File: src/rtl/fetch_queue.sv
// Dual-issue fetch queue: issues 8-byte aligned fetches and buffers (inst0, inst1) pairs for decode.
// Optional FETCH_BYPASS_EN: a response arriving at an empty queue is shown to decode in the same cycle.
module fetch_queue #(
  parameter int unsigned DEPTH    = 4,
  parameter logic [31:0] RESET_PC = 32'h0000_0000
) (
  input  logic        clk_i,
  input  logic        rst_i,
  output logic        imem_req_o,
  output logic [31:0] imem_addr_o,
  input  logic [63:0] imem_data_i,
  input  logic        redirect_i,
  input  logic [31:0] redirect_pc_i,
  input  logic        stall_i,
  output logic [31:0] inst0_o,
  output logic [31:0] inst1_o,
  output logic [31:0] pc0_o,
  output logic        valid0_o,
  output logic        valid1_o
);

  localparam int unsigned AW  = (DEPTH > 1) ? $clog2(DEPTH) : 1;
  localparam int unsigned CW  = AW + 1;
  localparam logic [31:0] NOP = 32'h0000_0013;

  typedef struct packed {
    logic [31:0] pc;
    logic [31:0] inst0;
    logic [31:0] inst1;
    logic        v0;
    logic        v1;
  } entry_t;

  entry_t          mem [DEPTH];
  logic [31:0]     pc;
  logic [31:0]     req_pc;
  logic            offset;
  logic            req_off;
  logic            inflight;
  logic [AW-1:0]   head;
  logic [AW-1:0]   tail;
  logic [CW-1:0]   count;

  logic [31:0]     pc_aligned_c;
  logic            req_c;
  logic            resp_ok_c;
  logic            push_c;
  logic            pop_c;
  entry_t          resp_c;
  entry_t          out_c;
  logic            unused_c;

  assign unused_c     = ^redirect_pc_i[1:0];
  assign pc_aligned_c = {pc[31:3], 3'b000};

  // Occupancy uses registered state only, so a pop never frees a slot for a same-cycle request.
  assign req_c       = !rst_i && !redirect_i && ((count + CW'(inflight)) < CW'(DEPTH));
  assign imem_req_o  = req_c;
  assign imem_addr_o = pc_aligned_c;

  assign resp_ok_c = inflight && !rst_i && !redirect_i;
  assign pop_c     = (count != '0) && !stall_i && !redirect_i;

  // Shape the returning packet; an odd-word start moves the lone instruction into slot 0.
  always_comb begin
    resp_c = '{pc: req_pc, inst0: imem_data_i[31:0], inst1: imem_data_i[63:32],
               v0: 1'b1, v1: 1'b1};
    if (req_off) begin
      resp_c = '{pc: req_pc + 32'd4, inst0: imem_data_i[63:32], inst1: NOP,
                 v0: 1'b1, v1: 1'b0};
    end
  end

`ifdef FETCH_BYPASS_EN
  logic byp_c;
  assign byp_c  = resp_ok_c && (count == '0);
  assign push_c = resp_ok_c && !(byp_c && !stall_i);
`else
  assign push_c = resp_ok_c;
`endif

  // Head pair to decode, NOP/invalid when nothing is available.
  always_comb begin
    out_c = '{pc: 32'd0, inst0: NOP, inst1: NOP, v0: 1'b0, v1: 1'b0};
    if (count != '0) begin
      out_c = mem[head];
    end
`ifdef FETCH_BYPASS_EN
    else if (byp_c) begin
      out_c = resp_c;
    end
`endif
  end

  assign inst0_o  = out_c.inst0;
  assign inst1_o  = out_c.inst1;
  assign pc0_o    = out_c.pc;
  assign valid0_o = out_c.v0;
  assign valid1_o = out_c.v1;

  // Fetch PC, in-flight tracking and queue pointers; redirect outranks push/pop.
  always_ff @(posedge clk_i) begin
    if (rst_i) begin
      pc       <= RESET_PC;
      offset   <= 1'b0;
      req_pc   <= 32'd0;
      req_off  <= 1'b0;
      inflight <= 1'b0;
      head     <= '0;
      tail     <= '0;
      count    <= '0;
    end else if (redirect_i) begin
      pc       <= {redirect_pc_i[31:3], 3'b000};
      offset   <= redirect_pc_i[2];
      inflight <= 1'b0;
      head     <= '0;
      tail     <= '0;
      count    <= '0;
    end else begin
      inflight <= req_c;
      if (req_c) begin
        pc      <= pc_aligned_c + 32'd8;
        offset  <= 1'b0;
        req_pc  <= pc_aligned_c;
        req_off <= offset;
      end
      if (push_c) tail <= tail + AW'(1);
      if (pop_c)  head <= head + AW'(1);
      case ({push_c, pop_c})
        2'b10:   count <= count + CW'(1);
        2'b01:   count <= count - CW'(1);
        default: count <= count;
      endcase
    end
  end

  // Entry storage needs no reset; count gates visibility.
  always_ff @(posedge clk_i) begin
    if (push_c) begin
      mem[tail] <= resp_c;
    end
  end

endmodule

File: config.mk
export PLATFORM = sky130hd
export DESIGN_NAME = fetch_queue
export DESIGN_NICKNAME = d
export VERILOG_FILES = /design/src/rtl/fetch_queue.sv
export SDC_FILE = /design/constraint.sdc
export NUM_CORES = 1
export LEC_CHECK = 0
export BUFFER_PORTS_ARGS = -buffer_cell sky130_fd_sc_hd__buf_2
export CAP_MARGIN = 20
export CORE_MARGIN = 8
export CORE_UTILIZATION = 49
export DETAILED_ROUTE_END_ITERATION = 16
export PLACE_DENSITY = 0.78
export SLEW_MARGIN = 10
export SYNTH_ARGS = -nofsm -noshare
export SYNTH_HDL_FRONTEND = slang
export SYNTH_SLANG_ARGS = --single-unit
File: constraint.sdc
create_clock -name clk_i -period 4.7 [get_ports clk_i]
set_input_delay 0.94 -clock clk_i [delete_from_list [all_inputs] [get_ports clk_i]]
set_output_delay 0.94 -clock clk_i [all_outputs]
set_load 0.005 [all_outputs]
==> key figures, run 1 <==
Status
  • Status: complete, no violations

Synthesis
  • Number of synthesized flops with an enable pin: between 300 and 400
  • Ys async rst share: 0
  • Syn Inst Count: 1075
  • Seq/Total Area, Yosys: 0.7047
  • Mapped cell area: 18180 µm²
  • Largest cells by area after synthesis: edfxtp_1 63%, mux4_2 12%, dfxtp_1 7.7%
  • Average cell area after synthesis: 16.91 µm²
  • Ys Warns: 0
  • Count of cell types in the netlist: 48
  • Synth Register Bits: 450
  • Main synth FF type: edfxtp_1
  • Share of the synthesized area in the top cell type: 0.6276
  • Synth area leader: edfxtp_1

Final layout
  • Share of cells above drive strength 1: 0.3491
  • Area grow syn2layout: 17.32%
  • Nets: 1404
  • Commonest cells after routing, fill and taps aside: 380 x edfxtp_1, 223 x buf_2, 95 x mux4_2, 90 x and2_1, 78 x nand2_1
  • Commonest non-fill, non-tap cell in the layout: edfxtp_1

Min path
  • Hold Path Depth: 2
  • Hold Crit Endpoint: req_off
  • Worst hold path class: flip-flop to flip-flop
  • Hold path start: offset

Drt
  • Initial drt markers: 565
  • DRT antenna net count: 0
  • Detailed Route WL: 37740 µm
  • Routed vias/inst: 5.591
  • Routed vias: 10090
  • DR WL/cell: around 21 µm
  • DRT Pass-1 Iters: 5
  • # DRC: 0

Flow run
  • Max cap viols: 0

Worst setup path
  • Crit path capture type: primary output
  • Worst stage delay on the critical path: 0.62 ns
  • Critical Path Source Type: flip-flop
  • CP Class: flip-flop to primary output
  • Req. time, crit path: 3.76 ns
  • CP Max Fanout: 38
  • CP max-delay cell: nor3_2
  • R2R Setup Slk: approximately 2.3 ns
  • FF-to-FF End: count[2]
  • CP Cell Sequence: nor3_2 > inv_2 > buf_4 > and2_1 > buf_2
  • Worst Path Arrival: 2.75 ns
  • Worst reg-to-reg path cell count: 8
  • RR Startpoint: count[2]

Timing
  • Unrepaired setup endpoints after global routing: false
  • Worst Skew: approximately 0.013 ns
  • Slew Viols, Final: 0
  • Least-Margin Pin Slew: between 0.9 and 1 ns
  • Fmax: 270.6 MHz
  • Relative slew slack: 0.3537
  • Final Critical Period: 3.695 ns
  • Final hold vios: 0
  • Final period util: 0.7861
  • Setup_tns: 0 ns
  • Final setup fails: 0
  • Hold slack final: 0.4517 ns

Placement
  • Placed wire-length estimate: 22890 µm
  • Port Buffers: approximately 220
  • GPL Wtd Cong: 0.8335

Pwr
  • Power per cell area: a little under 400 nW/µm²
  • Leak pwr: 7.564 nW
  • Power Total: ~8.3 mW
  • VDD IR-drop max: approximately 0.33 mV

Global routing
  • Initial antenna violation count: 0
  • Total GRT Usage: 0.1722
  • Number of global-route vias before repair: 10590
  • Largest net degree at the start of global routing: 96
  • First-pass GRT wire length: 59600 µm
  • Grt ovf: 0

Floorplanning
  • Die Y: 208.6 µm
  • Initial Utilization: 0.4967
  • IO Count: 231
  • Die Wd: 208.6 µm
  • Cell Rows: 70
  • Core ar.: 36610 µm²
  • Full die area: 43530 µm²

Clock tree
  • Setup bufs post-CTS: 0
  • TritonCTS Sinks: between 400 and 500
  • Cts bufs inserted: 46
  • Cts repair resizes: 0
  • Clock tree buffer depth: 3
  • CTS Hold Bufs: 0
  • H-tree levels: 2
  • Clock Pin Slew Worst Setup and Hold Paths: 0.06 ns
  • Worst-Skew Late Latency: 0.55 ns
  • CTS tree: yes
  • CTS root buf: clkbuf_16
-- kinds of logic (layout without fill, tap and decap cells) --
group / Yosys count / in the layout / share of synthesized area
flops: 450 / 450 / 0.7047
mux: 129 / 129 / 0.1387
buf+inv: 83 / 339 / 0.02168
compound gates: 74 / 74 / 0.02471
fa+ha+maj: 7 / 7 / 0.005230
xor+xnor: 30 / 30 / 0.01445
other cells: 1 / 6 / 0.0002062
simple gates: 301 / 301 / 0.09042
-- cells in the mapped netlist, types with 3 or more instances --
cell	n
edfxtp_1	380
mux4_2	95
and2_1	90
nand2_1	78
dfxtp_1	70
a21oi_1	43
clkbuf_1	34
nor2_1	34
mux2_2	33
nor2b_1	29
xor2_1	23
buf_2	20
nand4_1	17
a211oi_1	14
and3_1	14
inv_1	12
nand3_1	11
buf_4	10
or2_2	9
xnor2_1	7
ha_1	6
o22ai_1	6
nor4_1	4
buf_1	3
-- final cells by class --
class / instances / area, µm²
diodes: 1 / 2.502
fillers: 2706 / 15280
repair buffers: 240 / 1319
flip-flops and latches: 450 / 12820
well taps: 468 / 585.6
multi-input cells: 546 / 5011
clock buffers: 60 / 1235
clock inverters: 26 / 306.5
inverters: 13 / 48.80
-- metrics by stage --
step	setup WS [ns]	cell area, µm²	std cells	utilization
5_1_grt	0.7682	21330	1803	0.5826
6_report	1.005	21330	1804	0.5827
4_1_cts	0.9138	21330	1803	0.5826
2_1_floorplan	0.6292	18200	1079	-
3_5_place_dp	1.506	19790	1717	0.5405
3_3_place_gp	1.513	19790	1717	0.5405
-- critical path: cells and delay by family (launching register included) --
kind                   cells  cell delay, ns
flip-flops                 1            0.36
AND/OR/NAND/NOR            2            0.83
buffers and inverters      3            1.02
-- sequential cells by signal, indices dropped and copies added, names as in the netlist, named ones only --
register and count:
mem 380, count 3, head 2, pc 29, inflight 1, tail 2, req_off 1, offset 1
req_pc 29
-- layer usage --
layer  global-route usage  up-vias  wire, µm
met1               0.2272     5087     15700
met4              0.04326        0       638
met3              0.04355       57      2944
met2               0.2845      371     18460
li1                     -     4571         -
met5                    0        -         0
-- where the power goes --
| group | internal, mW | switching, mW | total [mW] |
|---|---|---|---|
| Sequential | 4.36 | 0.0495 | 4.41 |
| Combinational | 0.112 | 0.141 | 0.253 |
| Clock | 2.20 | 1.45 | 3.65 |
-- how the worst max path moves through the flow --
stage / start / to / slack, ns / cells past startpoint
after floorplan: redirect_i / mem[0][0] / 0.63 / 3
after global placement: count[2] / inst0_o[31] / 1.51 / 5
after detailed placement: count[2] / inst0_o[31] / 1.51 / 5
after CTS: count[2] / inst0_o[31] / 0.91 / 5
after global routing: count[2] / inst0_o[31] / 0.77 / 5
final: count[2] / inst0_o[31] / 1.01 / 5
Note: power is estimated with default switching activity, not from simulation.
==> run 2: changes to the inputs <==
==> constraint.sdc (replaced) <==
create_clock -name clk_i -period 3.8 [get_ports clk_i]
set_input_delay 0.76 -clock clk_i [delete_from_list [all_inputs] [get_ports clk_i]]
set_output_delay 0.76 -clock clk_i [all_outputs]
set_load 0.005 [all_outputs]
==> key figures, run 2 (synthesized netlist as in run 1, its figures left out) <==
Timing
  • Final period util: 0.8620
  • Final hold vios: 0 (unchanged)
  • Slew Viols, Final: 0 (unchanged)
  • Setup_tns: 0 ns (unchanged)
  • Least-Margin Pin Slew: 1.068 ns (was 0.9626 ns)
  • Relative slew slack: 0.2828 (was 0.3537)
  • Unrepaired setup endpoints after global routing: false (unchanged)
  • Worst Skew: 0.03050 ns (was 0.01278 ns)
  • Worst setup margin: 0.5242 ns (was 1.005 ns)
  • Final Critical Period: 3.276 ns
  • Fmax: 305.3 MHz
  • Final setup fails: 0 (unchanged)

Drt
  • DRT antenna net count: 0 (unchanged)
  • Initial drt markers: 566 (was 565)
  • DR WL/cell: 20.76 µm (was 20.92 µm)
  • DRT Pass-1 Iters: 5 (unchanged)
  • # DRC: 0 (unchanged)
  • Detailed Route WL: 37520 µm (was 37740 µm)
  • Routed vias: 9950 (was 10090)
  • Routed vias/inst: 5.506 (was 5.591)

Clock tree
  • H-tree levels: 2 (unchanged)
  • Cts bufs inserted: 46 (unchanged)
  • Cts repair resizes: 0 (unchanged)
  • Clock tree buffer depth: 3 (unchanged)
  • CTS root buf: clkbuf_16 (unchanged)
  • Clock Pin Slew Worst Setup and Hold Paths: 0.06 ns (about the same)
  • CTS tree: yes (unchanged)
  • TritonCTS Sinks: 450 (unchanged)
  • Worst-Skew Late Latency: 0.55 ns (about the same)
  • CTS Hold Bufs: 0 (unchanged)
  • Setup bufs post-CTS: 0 (unchanged)

Final layout
  • Max FFs per register: 380 (unchanged)
  • Commonest non-fill, non-tap cell in the layout: edfxtp_1 (unchanged)
  • Biggest register: mem (unchanged)
  • Ant diodes: 0 (was 1)
  • Nets: 1409 (was 1404)
  • Biggest regs: mem (380), pc (29), req_pc (29) (unchanged)
  • Commonest cells after routing, fill and taps aside: 380 x edfxtp_1, 223 x buf_2, 95 x mux4_2, 90 x and2_1, 78 x nand2_1 (unchanged)
  • Area grow syn2layout: 17.79% (was 17.32%)
  • Share of cells above drive strength 1: 0.3480 (was 0.3491)
  • Post-route cell area: 21420 µm² (was 21330 µm²)

Pwr
  • Leak pwr: 7.603 nW (was 7.564 nW)
  • Power Total: 10.38 mW (was 8.315 mW)
  • Power per cell area: 484.5 nW/µm² (was 389.8 nW/µm²)
  • VDD IR-drop max: 0.2943 mV (was 0.3261 mV)

Worst setup path
  • Critical path depth: 4 (was 5)
  • Worst Path Arrival: 2.52 ns (was 2.75 ns)
  • CP max-delay cell: dfxtp_4 (was nor3_2)
  • Cell family with most CP delay: flip-flops (was buffers and inverters)
  • Critical Path Source Type: flip-flop (unchanged)
  • WP buf/inv: 2 (was 3)
  • CP Max Fanout: 22 (was 38)
  • Crit path capture type: primary output (unchanged)
  • Worst reg-to-reg path cell count: 9 (was 8)
  • Req. time, crit path: 3.04 ns (was 3.76 ns)
  • CP Cell Sequence: buf_4 > mux4_2 > or2_2 > buf_2 (was nor3_2 > inv_2 > buf_4 > and2_1 > buf_2)
  • CP Class: flip-flop to primary output (unchanged)
  • Worst stage delay on the critical path: 0.64 ns (was 0.62 ns)

Placement
  • DP Area: 19850 µm² (was 19790 µm²)
  • Placed wire-length estimate: 23340 µm (was 22890 µm)
  • GPL Wtd Cong: 0.8706 (was 0.8335)
  • Port Buffers: 223 (unchanged)
  • Setup WS pre-CTS: 1.004 ns (was 1.506 ns)

Floorplanning
  • Core ar.: 36610 µm² (unchanged)
  • Cell Rows: 70 (unchanged)
  • Initial Utilization: 0.4967 (unchanged)
  • Die Wd: 208.6 µm (unchanged)
  • IO Count: 231 (unchanged)
  • Die Y: 208.6 µm (unchanged)
  • Full die area: 43530 µm² (unchanged)

Global routing
  • Initial antenna violation count: 1 (was 0)
  • First-pass GRT wire length: 59270 µm (was 59600 µm)
  • Grt ovf: 0 (unchanged)
  • Most used routing layer: met2 (unchanged)
  • Number of global-route vias before repair: 10630 (was 10590)
  • Met1 Usage GRT: 0.2275 (was 0.2272)
  • Global Route met2 Usage: 0.2790 (was 0.2845)
  • Total GRT Usage: 0.1697 (was 0.1722)
  • Largest net degree at the start of global routing: 96 (unchanged)
  • Met3 Track Usage GR: 0.04430 (was 0.04355)

Min path
  • Hold Path Depth: 2 (unchanged)
  • Worst hold path class: flip-flop to flip-flop (unchanged)

Flow run
  • Max cap viols: 0 (unchanged)

Status
  • Status: complete, no violations (unchanged)
[run 2: changes by cell type in the layout (fill, tap and decap cells not counted), moves of 2 or more]
cell / change
clkinv_2: -5
buf_4: +3
bufinv_16: +2
clkinv_1: +4
buf_12: +2
[run 2: area by class of cell]
class,count,area [µm²]
fill,2768,15190
sequential,450,12820
multi-input combinational,546,5011
timing repair buffer,245,1381
clock buffer,60,1235
tap,468,585.6
clock inverter,25,332.8
inverter,13,48.80
[run 2: through the flow]
| step | util | hold slack [ns] | std cells |
|---|---|---|---|
| after global placement | 0.5422 | 0.4320 | 1722 |
| after detailed placement | 0.5422 | 0.4395 | 1722 |
| after CTS | 0.5850 | 0.4549 | 1807 |
| after global routing | 0.5850 | 0.4712 | 1807 |
| final | 0.5850 | 0.4527 | 1807 |
| after floorplan | - | 0.4274 | 1079 |
[run 2: worst paths after layout]
check            start    endpoint  slack, ns
max          flip-flop  inst0_o[4]       0.52
min             offset     req_off       0.45
max reg2reg   count[2]    count[2]       1.22
min reg2reg     offset     req_off       0.45
[run 2: worst reg2reg max path: stages (launching register included)]
cell and delay [ns]:
dfxtp_1 0.42, nor3_2 0.07, buf_4 0.19, nor3_1 0.48, ha_1 0.30, inv_1 0.07, fa_1 0.37, xor2_1 0.16
or3_1 0.31, a21oi_1 0.13
[run 2: where the power goes]
part	leakage (nW)	internal, mW	total, mW	switching [mW]
logic	2.67	0.140	0.312	0.172
registers	4.17	5.39	5.46	0.0632
clock network	0.758	2.84	4.61	1.77
total	7.60	8.37	10.4	2.00
[run 2: routing by layer]
metal	wire [µm]	part of all wire
met2	18030	0.48
met5	13	0.00035
met4	507	0.014
met3	2698	0.072
met1	16270	0.43
